==> src/rtl/pc_trace.sv <==
// -----------------------------------------------------------------------------
// pc_trace -- program-counter trace buffer.
//
// Samples the core PC every cycle and records each change of PC, together with
// a cycle timestamp, into a circular buffer of DEPTH entries. When the buffer
// is full, a new capture overwrites the oldest entry and sets a sticky
// overflow flag. Entries are drained oldest-first through a first-word-fall-
// through pop port. A sticky hang detector raises `stall` once STALL_LIMIT
// cycles have passed without a capture.
//
// Optional feature (macro PC_TRACE_TIMESTAMP_EN):
//   defined   -> free-running cycle counter and per-entry timestamps exist.
//   undefined -> both are omitted; `cycle` and `rd_cycle` are tied to 0.
//                The stall detector keeps its own counter either way.
//
// Ports:
//   clk       in   system clock
//   reset     in   asynchronous, active-high reset
//   pc        in   PC from the core (ADDR_W)
//   pc_valid  in   `pc` is meaningful this cycle
//   clear     in   synchronous flush of buffer and sticky flags
//   rd_en     in   pop the head entry (ignored when empty)
//   rd_valid  out  buffer not empty; rd_pc / rd_cycle are valid
//   rd_pc     out  PC of the head (oldest) entry, combinational
//   rd_cycle  out  timestamp of the head entry, combinational
//   count     out  number of stored entries ($clog2(DEPTH)+1 bits)
//   overflow  out  sticky: an entry was overwritten
//   stall     out  sticky: STALL_LIMIT cycles without a capture
//   cycle     out  free-running cycle counter (CYCLE_W)
// -----------------------------------------------------------------------------
module pc_trace #(
  parameter int ADDR_W      = 64,
  parameter int DEPTH       = 16,   // power of two, >= 2
  parameter int CYCLE_W     = 32,
  parameter int STALL_LIMIT = 256   // 1 .. 2^CYCLE_W-1
) (
  input  logic                     clk,
  input  logic                     reset,
  input  logic [ADDR_W-1:0]        pc,
  input  logic                     pc_valid,
  input  logic                     clear,
  input  logic                     rd_en,
  output logic                     rd_valid,
  output logic [ADDR_W-1:0]        rd_pc,
  output logic [CYCLE_W-1:0]       rd_cycle,
  output logic [$clog2(DEPTH):0]   count,
  output logic                     overflow,
  output logic                     stall,
  output logic [CYCLE_W-1:0]       cycle
);

  localparam int PTR_W = $clog2(DEPTH);
  localparam int CNT_W = PTR_W + 1;

  localparam logic [CNT_W-1:0]   FULL_CNT  = CNT_W'(DEPTH);
  localparam logic [CYCLE_W-1:0] STALL_MAX = CYCLE_W'(STALL_LIMIT);

  // Control state.
  logic [PTR_W-1:0]   head_q, head_d;
  logic [PTR_W-1:0]   tail_q, tail_d;
  logic [CNT_W-1:0]   count_q, count_d;
  logic               overflow_q, overflow_d;
  logic               stall_q, stall_d;
  logic [CYCLE_W-1:0] stall_cnt_q, stall_cnt_d;
  logic               have_last_q, have_last_d;
  logic [ADDR_W-1:0]  last_pc_q, last_pc_d;

  // Entry storage.
  logic [ADDR_W-1:0]  pc_mem_q [DEPTH];

  logic capture;
  logic is_full;
  logic is_empty;
  logic pop;
  logic push;

  // ---------------------------------------------------------------------------
  // Next-state logic
  // ---------------------------------------------------------------------------
  always_comb begin
    // NOTE: every signal written here gets a default first, so no path can
    // leave one unassigned and infer a latch.
    head_d      = head_q;
    tail_d      = tail_q;
    count_d     = count_q;
    overflow_d  = overflow_q;
    stall_d     = stall_q;
    stall_cnt_d = stall_cnt_q;
    have_last_d = have_last_q;
    last_pc_d   = last_pc_q;

    // A capture happens only on a PC change, or on the first valid PC after
    // reset/clear when there is nothing to compare against.
    capture  = pc_valid && (!have_last_q || (pc != last_pc_q));
    is_full  = (count_q == FULL_CNT);
    is_empty = (count_q == '0);
    pop      = rd_en && !is_empty;
    push     = capture && !clear;

    if (clear) begin
      // Flush wins over any capture or pop this cycle.
      head_d      = tail_q;
      count_d     = '0;
      overflow_d  = 1'b0;
      stall_d     = 1'b0;
      stall_cnt_d = '0;
      have_last_d = 1'b0;
    end else begin
      if (capture) begin
        tail_d      = tail_q + 1'b1;
        last_pc_d   = pc;
        have_last_d = 1'b1;
        stall_cnt_d = '0;
        if (is_full) begin
          // The oldest entry leaves either way: popped if rd_en, overwritten
          // otherwise. Only the overwrite counts as an overflow.
          head_d = head_q + 1'b1;
          if (!pop) begin
            overflow_d = 1'b1;
          end
        end else if (pop) begin
          head_d = head_q + 1'b1;
        end else begin
          count_d = count_q + 1'b1;
        end
      end else begin
        if (pop) begin
          head_d  = head_q + 1'b1;
          count_d = count_q - 1'b1;
        end
        if (stall_cnt_q != STALL_MAX) begin
          stall_cnt_d = stall_cnt_q + 1'b1;
        end
      end

      if (stall_cnt_d == STALL_MAX) begin
        stall_d = 1'b1;
      end
    end
  end

  // ---------------------------------------------------------------------------
  // State registers
  // ---------------------------------------------------------------------------
  // NOTE: sequential state uses non-blocking assignments so every register
  // samples its _d value from before the edge, independent of statement order.
  always_ff @(posedge clk or posedge reset) begin
    if (reset) begin
      head_q      <= '0;
      tail_q      <= '0;
      count_q     <= '0;
      overflow_q  <= 1'b0;
      stall_q     <= 1'b0;
      stall_cnt_q <= '0;
      have_last_q <= 1'b0;
      last_pc_q   <= '0;
    end else begin
      head_q      <= head_d;
      tail_q      <= tail_d;
      count_q     <= count_d;
      overflow_q  <= overflow_d;
      stall_q     <= stall_d;
      stall_cnt_q <= stall_cnt_d;
      have_last_q <= have_last_d;
      last_pc_q   <= last_pc_d;
    end
  end

  // NOTE: the storage is reset because the read port is combinational from
  // it; clearing it is what makes rd_pc / rd_cycle read 0 straight out of
  // reset without a separate output register.
  always_ff @(posedge clk or posedge reset) begin
    if (reset) begin
      for (int i = 0; i < DEPTH; i++) begin
        pc_mem_q[i] <= '0;
      end
    end else if (push) begin
      pc_mem_q[tail_q] <= pc;
    end
  end

  assign rd_valid = !is_empty;
  assign rd_pc    = pc_mem_q[head_q];
  assign count    = count_q;
  assign overflow = overflow_q;
  assign stall    = stall_q;

`ifdef PC_TRACE_TIMESTAMP_EN
  // ---------------------------------------------------------------------------
  // Cycle counter and timestamp storage
  // ---------------------------------------------------------------------------
  logic [CYCLE_W-1:0] cycle_q;
  logic [CYCLE_W-1:0] ts_mem_q [DEPTH];

  // Wraps modulo 2^CYCLE_W; clear deliberately leaves it running.
  always_ff @(posedge clk or posedge reset) begin
    if (reset) begin
      cycle_q <= '0;
    end else begin
      cycle_q <= cycle_q + 1'b1;
    end
  end

  // Timestamp is the counter value before the capturing edge.
  always_ff @(posedge clk or posedge reset) begin
    if (reset) begin
      for (int i = 0; i < DEPTH; i++) begin
        ts_mem_q[i] <= '0;
      end
    end else if (push) begin
      ts_mem_q[tail_q] <= cycle_q;
    end
  end

  assign cycle    = cycle_q;
  assign rd_cycle = ts_mem_q[head_q];
`else
  assign cycle    = '0;
  assign rd_cycle = '0;
`endif

endmodule
==> config.mk <==
export PLATFORM = sky130hd
export DESIGN_NAME = pc_trace
export DESIGN_NICKNAME = d
export VERILOG_FILES = /design/src/rtl/pc_trace.sv
export SDC_FILE = /design/constraint.sdc
export NUM_CORES = 2
export LEC_CHECK = 0
export ABC_AREA = 0
export ABC_CLOCK_PERIOD_IN_PS = 48400
export BUFFER_PORTS_ARGS = -buffer_cell sky130_fd_sc_hd__buf_2
export CORE_MARGIN = 5
export CORE_UTILIZATION = 38
export CTS_CLUSTER_DIAMETER = 40
export CTS_CLUSTER_SIZE = 40
export DETAILED_ROUTE_END_ITERATION = 16
export GPL_TIMING_DRIVEN = 0
export PLACE_DENSITY_LB_ADDON = 0.12
export SYNTH_ARGS = -nofsm -noshare
export SYNTH_HDL_FRONTEND = slang
export SYNTH_SLANG_ARGS = --single-unit
==> constraint.sdc <==
create_clock -name clk -period 48.4 [get_ports clk]
set_input_delay 7.26 -clock clk [delete_from_list [all_inputs] [get_ports clk]]
set_output_delay 7.26 -clock clk [all_outputs]
set_load 0.02 [all_outputs]
== Yosys cells after proc, flatten, opt, wreduce, memory -nomap -nowiden ==
Cells that the tools add are included.
Storage, ports and cells
  input port bits: 69
  output and inout port bits: 136
  logic and storage cells: 85
  register bits: 1136
Operators by class
  add/subtract/negate cells: 5
  $lt $le $gt $ge: 3
  equal/unequal tests: 7
  reduce and logical (&&, ||, !) cells: 16
  bitwise gates (word level): 3
  muxes and demuxes: 27
Operators with widths (number)
  $bwmux W1024: 1
  $bmux W64 S4: 1
  $demux W64 S4: 1
  $mux W64: 3
  $mux W32: 4
  $ne A64 B64 Y1: 1
  $add A32 B1 Y32 const B: 1
  $eq A32 B9 Y1 const B: 1
  $ne A32 B9 Y1 const B: 1
  $mux W5: 5
  $mux W4: 4
  $ge A5 B5 Y1 const B: 2
  $not A4 Y5: 2
  $add A4 B1 Y4 const B: 2
  $mux W1: 8
  $ne A3 B3 Y1 const B: 2
  $reduce_and A3 Y1: 2
  $reduce_bool A2 Y1: 3
  $add A5 B1 Y5 const B: 1
  $eq A5 B5 Y1 const B: 1
  $logic_not A5 Y1: 1
  $lt A5 B1 Y1 const B: 1
  $sub A5 B1 Y5 const B: 1
  $logic_and A1 B1 Y1: 4
  6 further kinds: 8

== Depth between registers and ports, before layout ==
  depth in word-level cells: 8
  mapped depth: 16
  depth with buffers taken out: 13

== Least setup slack after synthesis ==
No wires, ideal clock.
  path type: input to register
  start: in pc[24]
  end: reg count_q[4], in the netlist count[4]
  data arrival time: 9.970 ns
  stages on the path: 15
  data required time: 48.312 ns
  path buffers: 3
  path slack: 38.341 ns
  setup time: 0.088 ns
  cell sequence: buf_2 -> xnor2_1 -> nand4_1 -> nor4_1 -> nand4_1 -> o21a_1 -> buf_6 -> buf_6 -> inv_1 -> ha_1 -> a21o_1 -> a21oi_1 -> nand2_1 -> or4_1 -> a41oi_1
Between the ends
  longest elaborated chain between the ends: 5
  elaborated cells between the ends (all ways): 9
  classes of those cells: 3 x eq/ne; 2 x mux; 4 x reduce/logical
RTL lines
  start: declaration: RTL line 39  | input logic [ADDR_W-1:0] pc,
  $ne A64 B64 Y1 *: RTL line 94  | capture = pc_valid && (!have_last_q || (pc != last_pc_q));
  $logic_or A1 B1 Y1 *: RTL line 94
  $logic_and A1 B1 Y1 *: RTL line 94
  $ne A3 B3 Y1 (no source line) (tied with other cells)
  $reduce_and A3 Y1 (no source line) or $mux W5 (tied branches)
  end signal: assignment: RTL line 160  | count_q <= count_d;
  end: declaration: RTL line 61  | logic [CNT_W-1:0] count_q, count_d;
Mark *: on every way between the ends. The rest lies on a longest branch, timed or not.
A chain may end at the register's enable or synchronous reset.

== Worst setup path after layout ==
  start: reg head_q[0]
  end: out rd_pc[38]
Between the ends
  longest elaborated chain between the ends: 4
RTL lines
  start: declaration: RTL line 59  | logic [PTR_W-1:0] head_q, head_d;
  start signal: assignment: RTL line 149  | head_q <= '0;
  start signal: assignment: RTL line 158  | head_q <= head_d;
  $not A4 Y5 (not written as such): RTL line 183  | assign rd_pc = pc_mem_q[head_q];
  $bmux W64 S4: RTL line 183
  $mux W64 (not written as such) (2 in a row): RTL line 183
  end: declaration: RTL line 44  | output logic [ADDR_W-1:0] rd_pc,
No other way between the ends. The select of a mux whose other input is x is not followed.

==> results.md <==
- Final Hold Fails: 0
- Vias in the first global route: 32500
- Detailed Route Iter0 Violations: 1650
- Gate Count Post-Synth: 3409
- Fillers: 12500
- Worst Skew: roughly 26 ps
- Adder-cell area share of the yosys netlist: 0.00298
- Die Area: between 0.1 and 0.15 mm^2
- Clock sinks: approximately 1100
- Yosys top cell area share: 0.536
- Compound-cell area share of the yosys netlist: 0.00878
- CTS Buf Count: 179
- Clock buffer depth: 3
- Switching portion of total power: 0.314
- Cell internal pwr: 0.00304 W
- Skew-Pair Late Insertion Delay: 790 ps
- Critical Path Fanout Max: 10
- Area growth syn-to-layout: 18.6%
- Share of layout cells above drive strength 1: 0.518
- Comb power frac: 0.341
- DRT antenna net count: 0
- I/O pins: 205
- Post_cts resized: 0
- Maxcap violations: 0
- Vias: between 30000 and 40000
- Commonest cells post-synth: 1136 x dfrtp_1, 1046 x mux2_2, 320 x mux4_2
- Clock Pin Slew Worst Setup and Hold Paths: 50 ps
- Ranking of synthesized cells by area: dfrtp_1 54%, mux2_2 22%, mux4_2 14%, buf_2 1.4%, clkbuf_1 1.1%
- PortBufs: slightly below 80
- Most numerous cell in the Yosys netlist: dfrtp_1
- Actual slew at the worst max-slew pin: 1400 ps
- Postcts setup bufs: 0
- Critical Path RT: 41140 ps
- FMAX: 0.0810 GHz
- Largest family of logic cells by synthesized area: multiplexers
- Arrival time worst endpoint: 5090 ps
- Core ar.: about 0.14 mm^2
- Row count: 137
- Distinct cell type count after synthesis: 63
- Post-synthesis mux area share: 0.368
- Synth Area in Simple Gates: 0.0290
- Flop pwr share: 0.347
- Final Net Count: ~3800
- Detailed Place HPWL: 102000 um
- Remaining DRCs: 0
- Tot GR Track Use: 0.210
- Vias/cell: 5.34
- GP Congestion: 0.829
- Slew headroom: 0.0581
- Final wirelength: 152000 um
- Routed WL per cell: 26.3 um
- PD cells: 70.5 mW/mm^2
- Crit. End Element: output port
- Setup tns final: 0 ps
- EDFF count, synth: 0
- Fin cells: 5780
- Main synth FF type: dfrtp_1
- Height of the chip: 383 um
- Asr flop ratio synth: 1.00
- Largest net degree at the start of global routing: 125
- Mean post-synth cell area: 15.5 um^2
- Critical path type: reg2out
- Startpoint types: flop
- Hold Crit Class: reg2reg
- Min cycle time layout: 12350 ps
- Post-synth top area cell: dfrtp_1
- Sequential cell area fraction in the yosys report: 0.536
- Max Slew Vio Count: 0
- Setup-failing EPs final: 0
- #FFs+latches synth: 1136
- Cts hold-fix bufs: 0
- H-Tree Level Count: 4
- Net switching power: 0.00139 W
- Outcome: completed
- Total grt overflow: 0
- Chip width: 383 um
- Initial core utilization: 0.381
- Synth Cell Area: 0.0530 mm^2
- Peak supply drop: 0.0682 mV
- Fin crit share: 0.255
- Root buf cell: clkbuf_16
- Antenna violations before repair: 33
- CTS tree: built
- Yosys warning total: 0
- Pre-antenna DRT Iters: 5
- Leakage: 28.0 nW
- Post-Synth XOR/XNOR Area: 0.0151
- First-pass GRT wire length: ~230000 um
- RSZ-0062 raised after global routing: no
- Dpl cells: 5436
- Clock share of power: 0.313
-- worst paths after layout --
kind                            cells past startpoint  slack [ps]     startpoint            end
max in group asynchronous                           5       39780          reset  last_pc_q[53]
worst max-delay path                                6       36050      head_q[0]      rd_pc[38]
worst min-delay path                                1         490  pc_mem_q[881]  pc_mem_q[881]
min in group asynchronous                           2        6510          reset  pc_mem_q[331]
worst min register to register                      1         490  pc_mem_q[881]  pc_mem_q[881]
worst max register to register                     14       43800  last_pc_q[40]       count[4]
-- flip-flops by register name, indices dropped and copies added (netlist names) --
signal       count
tail_q           4
pc_mem_q      1024
stall            1
head_q           4
last_pc_q       64
overflow         1
count            5
stall_cnt_q     32
have_last_q      1
-- power groups by stage --
stage	sequential [W]	clock (W)	combinational, W
floorplan	0.00150	0	0.00111
global placement	0.00156	0	0.00152
detailed placement	0.00155	0	0.00154
CTS	0.00153	0.00142	0.00155
global route	0.00158	0.00146	0.00162
finish	0.00154	0.00139	0.00151
-- critical path, cell delays in order, from the launching register on --
cell	delay, ps
dfrtp_1	350
clkbuf_1	550
clkbuf_1	1000
clkbuf_1	1000
mux4_2	670
mux4_2	530
buf_2	190
-- through the flow --
stage                util  power [W]  hold WS (ps)  worst slack, ps  cell area (um^2)
floorplan               -    0.00261           459             9150             53200
global placement    0.403    0.00308           469            -6280             56000
detailed placement  0.405    0.00309           476            36760             56300
CTS                 0.452    0.00450           488            35900             62800
global route        0.452    0.00466           506            35900             62800
finish              0.452    0.00443           487            36050             62900
-- cell families (layout without fill, tap and decap cells) --
logic type,after synthesis,count (layout)
mux,1412,1412
flops,1136,1136
buf+inv,430,851
simple gates,267,267
xor+xnor,87,87
compound gates,64,64
fa+ha+maj,12,12
other cells,1,75
-- area by class of cell --
| class | instances | area [um^2] | area share |
|---|---|---|---|
| Antenna cell | 11 | 27.5 | 0.000438 |
| Buffer | 404 | 2000 | 0.0318 |
| Clock buffer | 223 | 4910 | 0.0780 |
| Clock inverter | 109 | 1640 | 0.0261 |
| Inverter | 26 | 105 | 0.00167 |
| Multi-Input combinational cell | 1906 | 22700 | 0.361 |
| Sequential cell | 1136 | 28400 | 0.452 |
| Tap cell | 1876 | 2350 | 0.0373 |
| Timing Repair Buffer | 89 | 703 | 0.0112 |
-- layout by cell type (no fill, tap or decap), drive strengths merged, types with 13 or more instances in the layout --
cell      instances
nand2b           23
clkbuf          384
bufinv           31
dfrtp          1136
nor2             57
xor2             24
o21ai            13
clkinv           47
inv              44
buf             332
clkinvlp         13
mux4            320
xnor2            63
mux2           1085
nand4            48
nand2            32
nor4             15
conb             64
nand3            30
-- layer usage --
layer | GRT usage | wire (um) | vias up
li1 | - | - | 13300
met1 | 0.293 | 68000 | 16700
met2 | 0.336 | 72300 | 683
met3 | 0.0471 | 8640 | 231
met4 | 0.0488 | 3200 | 18
met5 | 0 | 114 | -
Power figures use the tool's default switching activity.
